`config.mk`:
```
export PLATFORM = sky130hd
export DESIGN_NAME = kbd_scan_decoder
export DESIGN_NICKNAME = d
export VERILOG_FILES = /design/src/rtl/kbd_pkg.sv /design/src/rtl/scancode_to_ascii.sv /design/src/rtl/kbd_scan_decoder.sv
export SDC_FILE = /design/constraint.sdc
export NUM_CORES = 1
export LEC_CHECK = 0
export CAP_MARGIN = 0
export CORE_MARGIN = 2
export CORE_UTILIZATION = 35
export CTS_BUF_LIST = sky130_fd_sc_hd__clkbuf_8 sky130_fd_sc_hd__clkbuf_16
export CTS_CLUSTER_SIZE = 28
export DETAILED_ROUTE_END_ITERATION = 12
export PLACE_DENSITY_LB_ADDON = 0.1
export SLEW_MARGIN = 10
export SYNTH_ARGS = -nofsm -noshare
export SYNTH_HDL_FRONTEND = slang
export SYNTH_SLANG_ARGS = --single-unit
export TNS_END_PERCENT = 30
```
`constraint.sdc`:
```
create_clock -name clk -period 3.6 [get_ports clk]
set_input_delay 0.54 -clock clk [delete_from_list [all_inputs] [get_ports clk]]
set_output_delay 0.54 -clock clk [all_outputs]
set_load 0.01 [all_outputs]
```
`src/rtl/kbd_pkg.sv`:
```
// Shared types and constants for the PS/2 scan-code decoder.
package kbd_pkg;

  localparam logic [7:0] BREAK_CODE_DEF = 8'hF0;
  localparam logic [7:0] EXT_CODE_DEF   = 8'hE0;
  localparam int         BCD_W          = 8;

  typedef enum logic {
    S_MAKE  = 1'b0,
    S_BREAK = 1'b1
  } dec_state_t;

  typedef enum logic {
    POP_IDLE  = 1'b0,
    POP_GUARD = 1'b1
  } pop_state_t;

  // Two-digit BCD increment; 99 wraps to 00.
  function automatic logic [BCD_W-1:0] bcd_inc(input logic [BCD_W-1:0] v);
    logic [3:0] lo;
    logic [3:0] hi;
    lo = v[3:0];
    hi = v[7:4];
    if (lo >= 4'd9) begin
      lo = 4'd0;
      hi = (hi >= 4'd9) ? 4'd0 : hi + 4'd1;
    end else begin
      lo = lo + 4'd1;
    end
    return {hi, lo};
  endfunction

endpackage

```
`src/rtl/scancode_to_ascii.sv`:
```
// Combinational set-2 make-code to ASCII lookup (letters, digits, space).
module scancode_to_ascii (
  input  logic [7:0] code,
  output logic [7:0] ascii
);

  always_comb begin
    ascii = 8'h00;
    case (code)
      8'h1C: ascii = 8'h41; 8'h32: ascii = 8'h42; 8'h21: ascii = 8'h43;
      8'h23: ascii = 8'h44; 8'h24: ascii = 8'h45; 8'h2B: ascii = 8'h46;
      8'h34: ascii = 8'h47; 8'h33: ascii = 8'h48; 8'h43: ascii = 8'h49;
      8'h3B: ascii = 8'h4A; 8'h42: ascii = 8'h4B; 8'h4B: ascii = 8'h4C;
      8'h3A: ascii = 8'h4D; 8'h31: ascii = 8'h4E; 8'h44: ascii = 8'h4F;
      8'h4D: ascii = 8'h50; 8'h15: ascii = 8'h51; 8'h2D: ascii = 8'h52;
      8'h1B: ascii = 8'h53; 8'h2C: ascii = 8'h54; 8'h3C: ascii = 8'h55;
      8'h2A: ascii = 8'h56; 8'h1D: ascii = 8'h57; 8'h22: ascii = 8'h58;
      8'h35: ascii = 8'h59; 8'h1A: ascii = 8'h5A;
      8'h45: ascii = 8'h30; 8'h16: ascii = 8'h31; 8'h1E: ascii = 8'h32;
      8'h26: ascii = 8'h33; 8'h25: ascii = 8'h34; 8'h2E: ascii = 8'h35;
      8'h36: ascii = 8'h36; 8'h3D: ascii = 8'h37; 8'h3E: ascii = 8'h38;
      8'h46: ascii = 8'h39;
      8'h29: ascii = 8'h20;
      default: ascii = 8'h00;
    endcase
  end

endmodule

```
`src/rtl/kbd_scan_decoder.sv`:
```
// Pops scan codes from a PS/2 FIFO, tracks the held key and counts presses in BCD.
module kbd_scan_decoder
  import kbd_pkg::*;
#(
  parameter logic [7:0] BREAK_CODE = BREAK_CODE_DEF,
  parameter logic [7:0] EXT_CODE   = EXT_CODE_DEF
) (
  input  logic             clk,
  input  logic             rst,
  input  logic [7:0]       data,
  input  logic             ready,
  input  logic             overflow,
  output logic             nextdata_n,
  output logic [7:0]       key_code,
  output logic [7:0]       key_ascii,
  output logic             key_down,
  output logic [BCD_W-1:0] press_cnt,
  output logic             ovf_sticky
);

  pop_state_t       pop_q, pop_d;
  dec_state_t       dec_q, dec_d;
  logic [7:0]       key_code_q, key_code_d;
  logic             key_down_q, key_down_d;
  logic [BCD_W-1:0] press_cnt_q, press_cnt_d;
  logic             ovf_q, ovf_d;
  logic             pop;

  always_comb begin
    // Gate with rst so nothing is popped while reset is held.
    pop         = ready && (pop_q == POP_IDLE) && rst;
    pop_d       = pop ? POP_GUARD : POP_IDLE;
    dec_d       = dec_q;
    key_code_d  = key_code_q;
    key_down_d  = key_down_q;
    press_cnt_d = press_cnt_q;
    ovf_d       = ovf_q | overflow;
    if (pop && (data != EXT_CODE)) begin
      case (dec_q)
        S_MAKE: begin
          if (data == BREAK_CODE) begin
            dec_d = S_BREAK;
          end else if (!(key_down_q && (data == key_code_q))) begin
            key_code_d  = data;
            key_down_d  = 1'b1;
            press_cnt_d = bcd_inc(press_cnt_q);
          end
        end
        S_BREAK: begin
          if (data == key_code_q) begin
            key_code_d = 8'h00;
            key_down_d = 1'b0;
          end
          dec_d = S_MAKE;
        end
        default: dec_d = S_MAKE;
      endcase
    end
  end

  always_ff @(posedge clk or negedge rst) begin
    if (!rst) begin
      pop_q       <= POP_IDLE;
      dec_q       <= S_MAKE;
      key_code_q  <= 8'h00;
      key_down_q  <= 1'b0;
      press_cnt_q <= '0;
      ovf_q       <= 1'b0;
    end else begin
      pop_q       <= pop_d;
      dec_q       <= dec_d;
      key_code_q  <= key_code_d;
      key_down_q  <= key_down_d;
      press_cnt_q <= press_cnt_d;
      ovf_q       <= ovf_d;
    end
  end

  assign nextdata_n = ~pop;
  assign key_code   = key_code_q;
  assign key_down   = key_down_q;
  assign press_cnt  = press_cnt_q;
  assign ovf_sticky = ovf_q;

  scancode_to_ascii u_ascii (
    .code  (key_code_q),
    .ascii (key_ascii)
  );

endmodule

```
==> results of run 1 <==
==> stage by stage <==
step | power, mW | hold WS, ns | cell area (sq um) | instances | setup WS (ns)
4_1_cts | 1.30 | 0.484 | 2390 | 325 | 0.262
3_3_place_gp | 1.07 | 0.448 | 2320 | 321 | 0.602
2_1_floorplan | 0.799 | 0.244 | 1890 | 224 | 0.785
5_1_grt | 1.40 | 0.504 | 2390 | 325 | 0.0627
3_5_place_dp | 1.07 | 0.466 | 2320 | 321 | 0.572
6_report | 1.29 | 0.471 | 2390 | 325 | 0.266
==> kinds of logic (layout without fill, tap and decap cells) <==
family / count (synthesis) / after routing / share of synthesized area
buf+inv: 30 / 61 / 0.0682
compound gates: 78 / 78 / 0.319
xor+xnor: 9 / 9 / 0.0417
flops: 20 / 20 / 0.265
other cells: 1 / 1 / 0.00198
fa+ha+maj: 13 / 13 / 0.0861
simple gates: 69 / 69 / 0.190
mux: 4 / 4 / 0.0285
==> worst max path at each step <==
stage	endpoint	slack [ns]	cells past startpoint
4_1_cts	key_ascii[1]	0.26	8
6_report	key_ascii[1]	0.27	8
2_1_floorplan	key_ascii[1]	0.79	8
5_1_grt	key_ascii[1]	0.06	8
3_5_place_dp	key_ascii[1]	0.57	8
3_3_place_gp	key_ascii[1]	0.60	8
==> worst max-delay path, cell delays in order, from the launching register on <==
cell and delay [ns]:
dfrtp_1 0.45, inv_1 0.13, ha_1 0.24, or2_0 0.23
mux4_2 0.47, nand2b_1 0.15, a311oi_1 0.28, a211oi_1 0.08
clkdlybuf4s50_1 0.51
==> cell usage in the layout (no fill, tap or decap), types with 2 or more instances in the layout <==
cell              n
a211o_1           2
a211oi_1          7
a21oi_1          10
a21oi_2           4
a221oi_1          4
a22o_1            8
a311oi_1          3
a31oi_1           7
and2_1            2
and3_1            2
buf_4             7
clkbuf_8          3
clkdlybuf4s50_1  37
dfrtp_1          20
ha_1             13
inv_1            12
mux2i_1           2
nand2_1          17
nand2b_1          6
nand3_1           7
nand4_1           3
nor2_1           13
nor2b_1          10
o211ai_1          2
o21ai_0          11
o21ai_1           2
xnor2_1           9
==> per-layer routing <==
layer / part of all wire / global-route usage / wire [um]
met5: 0 / 0 / 0
met4: 0.0062 / 0.0321 / 31
met3: 0.036 / 0.0221 / 182
met2: 0.48 / 0.299 / 2430
met1: 0.47 / 0.237 / 2390
==> where the power goes <==
part           internal [mW]  leakage, nW  switching (mW)
Combinational          0.345        0.690           0.349
Clock                  0.148       0.0357          0.0742
Sequential             0.280        0.229          0.0933
==> sequential cells by signal (all words and copies together) (netlist names) <==
| name | count |
|---|---|
| press_cnt | 8 |
| ovf_sticky | 1 |
| dec_q | 1 |
| key_down | 1 |
| key_code | 8 |
| pop_q | 1 |
==> layout make-up <==
cell class / count / area, sq um
Tap cell: 70 / 87.6
Clock inverter: 1 / 30.0
Fill cell: 495 / 2780
Inverter: 13 / 48.8
Timing Repair Buffer: 44 / 423
Clock buffer: 3 / 41.3
Sequential cell: 20 / 500
Multi-Input combinational cell: 174 / 1260
==> flow_summary.yaml, run 1 <==
worst_setup_path:
  rr_startpoint: "key_code[2]"
  critPathKind: "flip-flop to primary output"
  cp-start-kind: "flip-flop"
  end_kind: "primary output"
  worstPathArrival_ns: 2.79
  cp-startpoint: "key_code[1]"
  crit_required_ns: 3.06
  r2r_cells: 6
  r2r_slack_ns: 1.57
  critPathMaxFanout: 7
  worst_r2r_endpoint: "key_code[7]"
clock_network:
  cts_resized: 0
  post_cts_buffers: 0
  clk_path_buf_depth: 2
  clk_latency_ns: 0.26
  cts_tree: "built"
  cts-root-buf: "clkbuf_8"
  clock-sinks: 20
  h-tree-depth: 1
  path_clk_slew_ns: 0.07
  numCtsBuffers: 3
  hold_buffers: 0
final_layout:
  syn2layout_area_growth_pct: 26.6
  drive_above_1_share: 0.102
  antenna_cells: 0
  fin_nets: 281
  fin_util: 0.462
drt:
  via_per_inst: 5.46
  num_vias: 1775
  routed_wl_mm: 5.03
  drc: 0
  drt_iter0_markers: 146
  drt_pass1_iterations: 4
  wl_per_cell_um: 15.5
  ant_nets: 0
run_status:
  status: "finished clean"
power:
  leakagePower_nw: 0.954
  vdd_drop_max_v: 0.000287
  powerDensity_nw_per_um2: 540
timing:
  finalHoldViolCount: 0
  clock.fmax_mhz: 300
  period_needed_ns: 3.33
  slew_viol_final: 0
  slew_headroom: 0.636
  finalCritPeriodShare: 0.926
  fin_tns_setup_ns: 0
  clock_skew_ns: 0.00186
  tightest_slew_ns: 0.546
  setup_viol: 0
  rsz0062_at_grt: "no"
floorplan:
  rows: 26
  die_area_sq_um: 6000
  die_h_um: 77.5
  ios: 39
  fp.coreArea_sq_um: 5170
  floorplan.initialDensity: 0.365
  die_w_um: 77.5
logic_synthesis:
  ys_types: 60
  synth_flop_cell: "dfrtp_1"
  avgSynthCellArea_sq_um: 8.43
  async_reset_ff_frac: 1.00
  ys_ff_latch: 20
  synth_top_area_share: 0.265
  yosys-top-cells-area: "dfrtp_1 26%, ha_1 8.6%, xnor2_1 4.2%"
  synth_edf_count: 0
  synth.cell_area_sq_um: 1890
  synthTopCellsByCount: "20 x dfrtp_1, 17 x nand2_1, 13 x ha_1, 13 x nor2_1, 12 x inv_1"
  synth_area_leader_cell: "dfrtp_1"
  synth.most_common_cell: "dfrtp_1"
  seq_area_frac_synth: 0.265
  synthCells: 224
  yosysWarnings: 0
  synth.net_count: 249
min_path:
  min_path_type: "flip-flop to flip-flop"
  hold_path_startpoint: "ovf_sticky"
  min_path_cells: 1
  holdPathEnd: "ovf_sticky"
global_route:
  antenna_found_initial: 0
  grt_pass1_vias: 1683
  grt_max_degree: 22
  grt_usage: 0.174
  grt-ovfl-total: 0
  grt_first_pass_wirelength_mm: 8.47
placement:
  dp_hpwl_mm: 3.92
  gp_congestion: 0.907
  io_buffers: 37
flow_run:
  drv_cap: 0
No activity file was read; power rests on OpenSTA's default activity.
==> run 2: changes to the inputs <==
--- a/config.mk
+++ b/config.mk
@@ -5,7 +5,7 @@
 export SDC_FILE = /design/constraint.sdc
 export NUM_CORES = 1
 export LEC_CHECK = 0
-export CAP_MARGIN = 0
+export CAP_MARGIN = 15
 export CORE_MARGIN = 2
 export CORE_UTILIZATION = 35
 export CTS_BUF_LIST = sky130_fd_sc_hd__clkbuf_8 sky130_fd_sc_hd__clkbuf_16
==> constraint.sdc (replaced) <==
create_clock -name clk -period 2.7 [get_ports clk]
set_input_delay 0.405 -clock clk [delete_from_list [all_inputs] [get_ports clk]]
set_output_delay 0.405 -clock clk [all_outputs]
set_load 0.01 [all_outputs]
==> flow_summary.yaml, run 2 (synthesis gave the netlist of run 1 again) <==
floorplan:
  die_area_sq_um: 6000
  die_w_um: 77.5
  ios: 39
  floorplan.initialDensity: 0.365
  rows: 26
  fp.coreArea_sq_um: 5170
  die_h_um: 77.5
drt:
  ant_nets: 0
  num_vias: 1880
  drt_pass1_iterations: 4
  via_per_inst: 5.47
  routed_wl_mm: 5.24
  drc: 0
  wl_per_cell_um: 15.2
  drt_iter0_markers: 146
timing:
  finalCritPeriodShare: 0.982
  clock_skew_ns: 0.00637
  rsz0062_at_grt: "yes"
  whs_ns: 0.448
  slew_viol_final: 0
  slew_headroom: 0.573
  finalHoldViolCount: 0
  setup_viol: 0
  period_needed_ns: 2.65
  clock.fmax_mhz: 377
  tightest_slew_ns: 0.640
clock_network:
  cts_tree: "built"
  hold_buffers: 0
  path_clk_slew_ns: 0.08
  clock-sinks: 20
  cts-root-buf: "clkbuf_8"
  clk_path_buf_depth: 2
  h-tree-depth: 1
  numCtsBuffers: 3
  clk_latency_ns: 0.26
worst_setup_path:
  cpMaxStageDelayCell: "mux4_2"
  critPathMaxFanout: 4
  cp_slowest_stage_delay_ns: 0.47
  cp_cell_sequence: "inv_2, ha_4, or2_0, mux4_2, nand2b_4, a311oi_2, a211oi_2, buf_2"
  worstPathArrival_ns: 2.25
  cp-start-kind: "flip-flop"
  critPathKind: "flip-flop to primary output"
  crit_required_ns: 2.30
  end_kind: "primary output"
final_layout:
  layout.cells.non_filler: 344
  fill_cells: 499
  antenna_cells: 0
  final_cell_area_sq_um: 2600
  fin_nets: 300
  fin_util: 0.503
  drive_above_1_share: 0.219
  syn2layout_area_growth_pct: 37.8
  mostFrequentLayoutCells: "30 x clkdlybuf4s50_1, 24 x buf_4, 20 x dfrtp_1"
  layout_commonest_cell: "clkdlybuf4s50_1"
global_route:
  grt_pass1_vias: 1802
  grt_usage: 0.175
  grt_first_pass_wirelength_mm: 8.76
  grt_max_degree: 26
  antenna_found_initial: 0
  grt-ovfl-total: 0
placement:
  gp_congestion: 0.903
  dp_hpwl_mm: 3.92
  place_area_sq_um: 2470
  io_buffers: 37
  dp_cells: 338
power:
  vdd_drop_max_v: 0.000370
  leakagePower_nw: 1.08
  powerDensity_nw_per_um2: 714
min_path:
  min_path_type: "input port to asynchronous set/reset pin"
flow_run:
  drv_cap: 0
run_status:
  status: "finished clean"
[run 2: power breakdown]
part	internal [mW]	switching (mW)	leakage, nW
Clock	0.198	0.107	0.0357
Combinational	0.553	0.507	0.812
Sequential	0.373	0.122	0.229
[run 2: timing repair]
item,4_1_cts,5_1_grt
gates cloned,0,0
setup buffers,1,1
setup endpoints to repair,7,7
gates resized for setup,10,19
pin swaps,1,2
[run 2: final cells by class]
type	count	area, sq um	share of cell area
Clock buffer	3	41.3	0.0159
Clock inverter	1	30.0	0.0115
Inverter	13	48.8	0.0187
Multi-Input combinational cell	174	1320	0.508
Sequential cell	20	500	0.192
Tap cell	70	87.6	0.0336
Timing Repair Buffer	63	573	0.220
[run 2: per-stage QoR]
stage	total power, mW	worst slack (ns)	TNS (ns)
finish	1.86	0.0478	0
global placement	1.51	-0.0633	-0.0633
floorplan	1.07	0.0204	0
detailed placement	1.51	-0.0931	-0.0931
global route	2.00	-0.0404	-0.105
CTS	1.81	0.00987	0
[run 2: path summary, 6_finish.rpt]
kind	startpoint	endpoint	slack (ns)	cells past startpoint
setup / recovery	key_code[1]	key_ascii[1]	0.05	8
hold / removal	rst	press_cnt[4]	0.45	2
setup reg to reg	key_code[6]	key_code[0]	0.63	5
hold reg to reg	ovf_sticky	ovf_sticky	0.48	1
max in group asynchronous	rst	key_code[1]	2.01	2
min in group clk	ovf_sticky	ovf_sticky	0.48	1
[run 2: worst max-delay path: cells and delay by family (launching register included)]
kind                       cells  cell delay (ns)
AOI/OAI and AO/OA              2             0.35
adders and majority gates      1             0.16
buffers and inverters          2             0.24
DFF                            1             0.40
muxes                          1             0.47
and+or+nand+nor                2             0.36
[run 2: layer usage]
metal,up-vias,GRT usage,part of all wire
li1,923,-,-
met2,53,0.291,0.48
met3,2,0.0163,0.038
met5,-,0,0
met1,902,0.249,0.47
met4,0,0.0304,0.0036
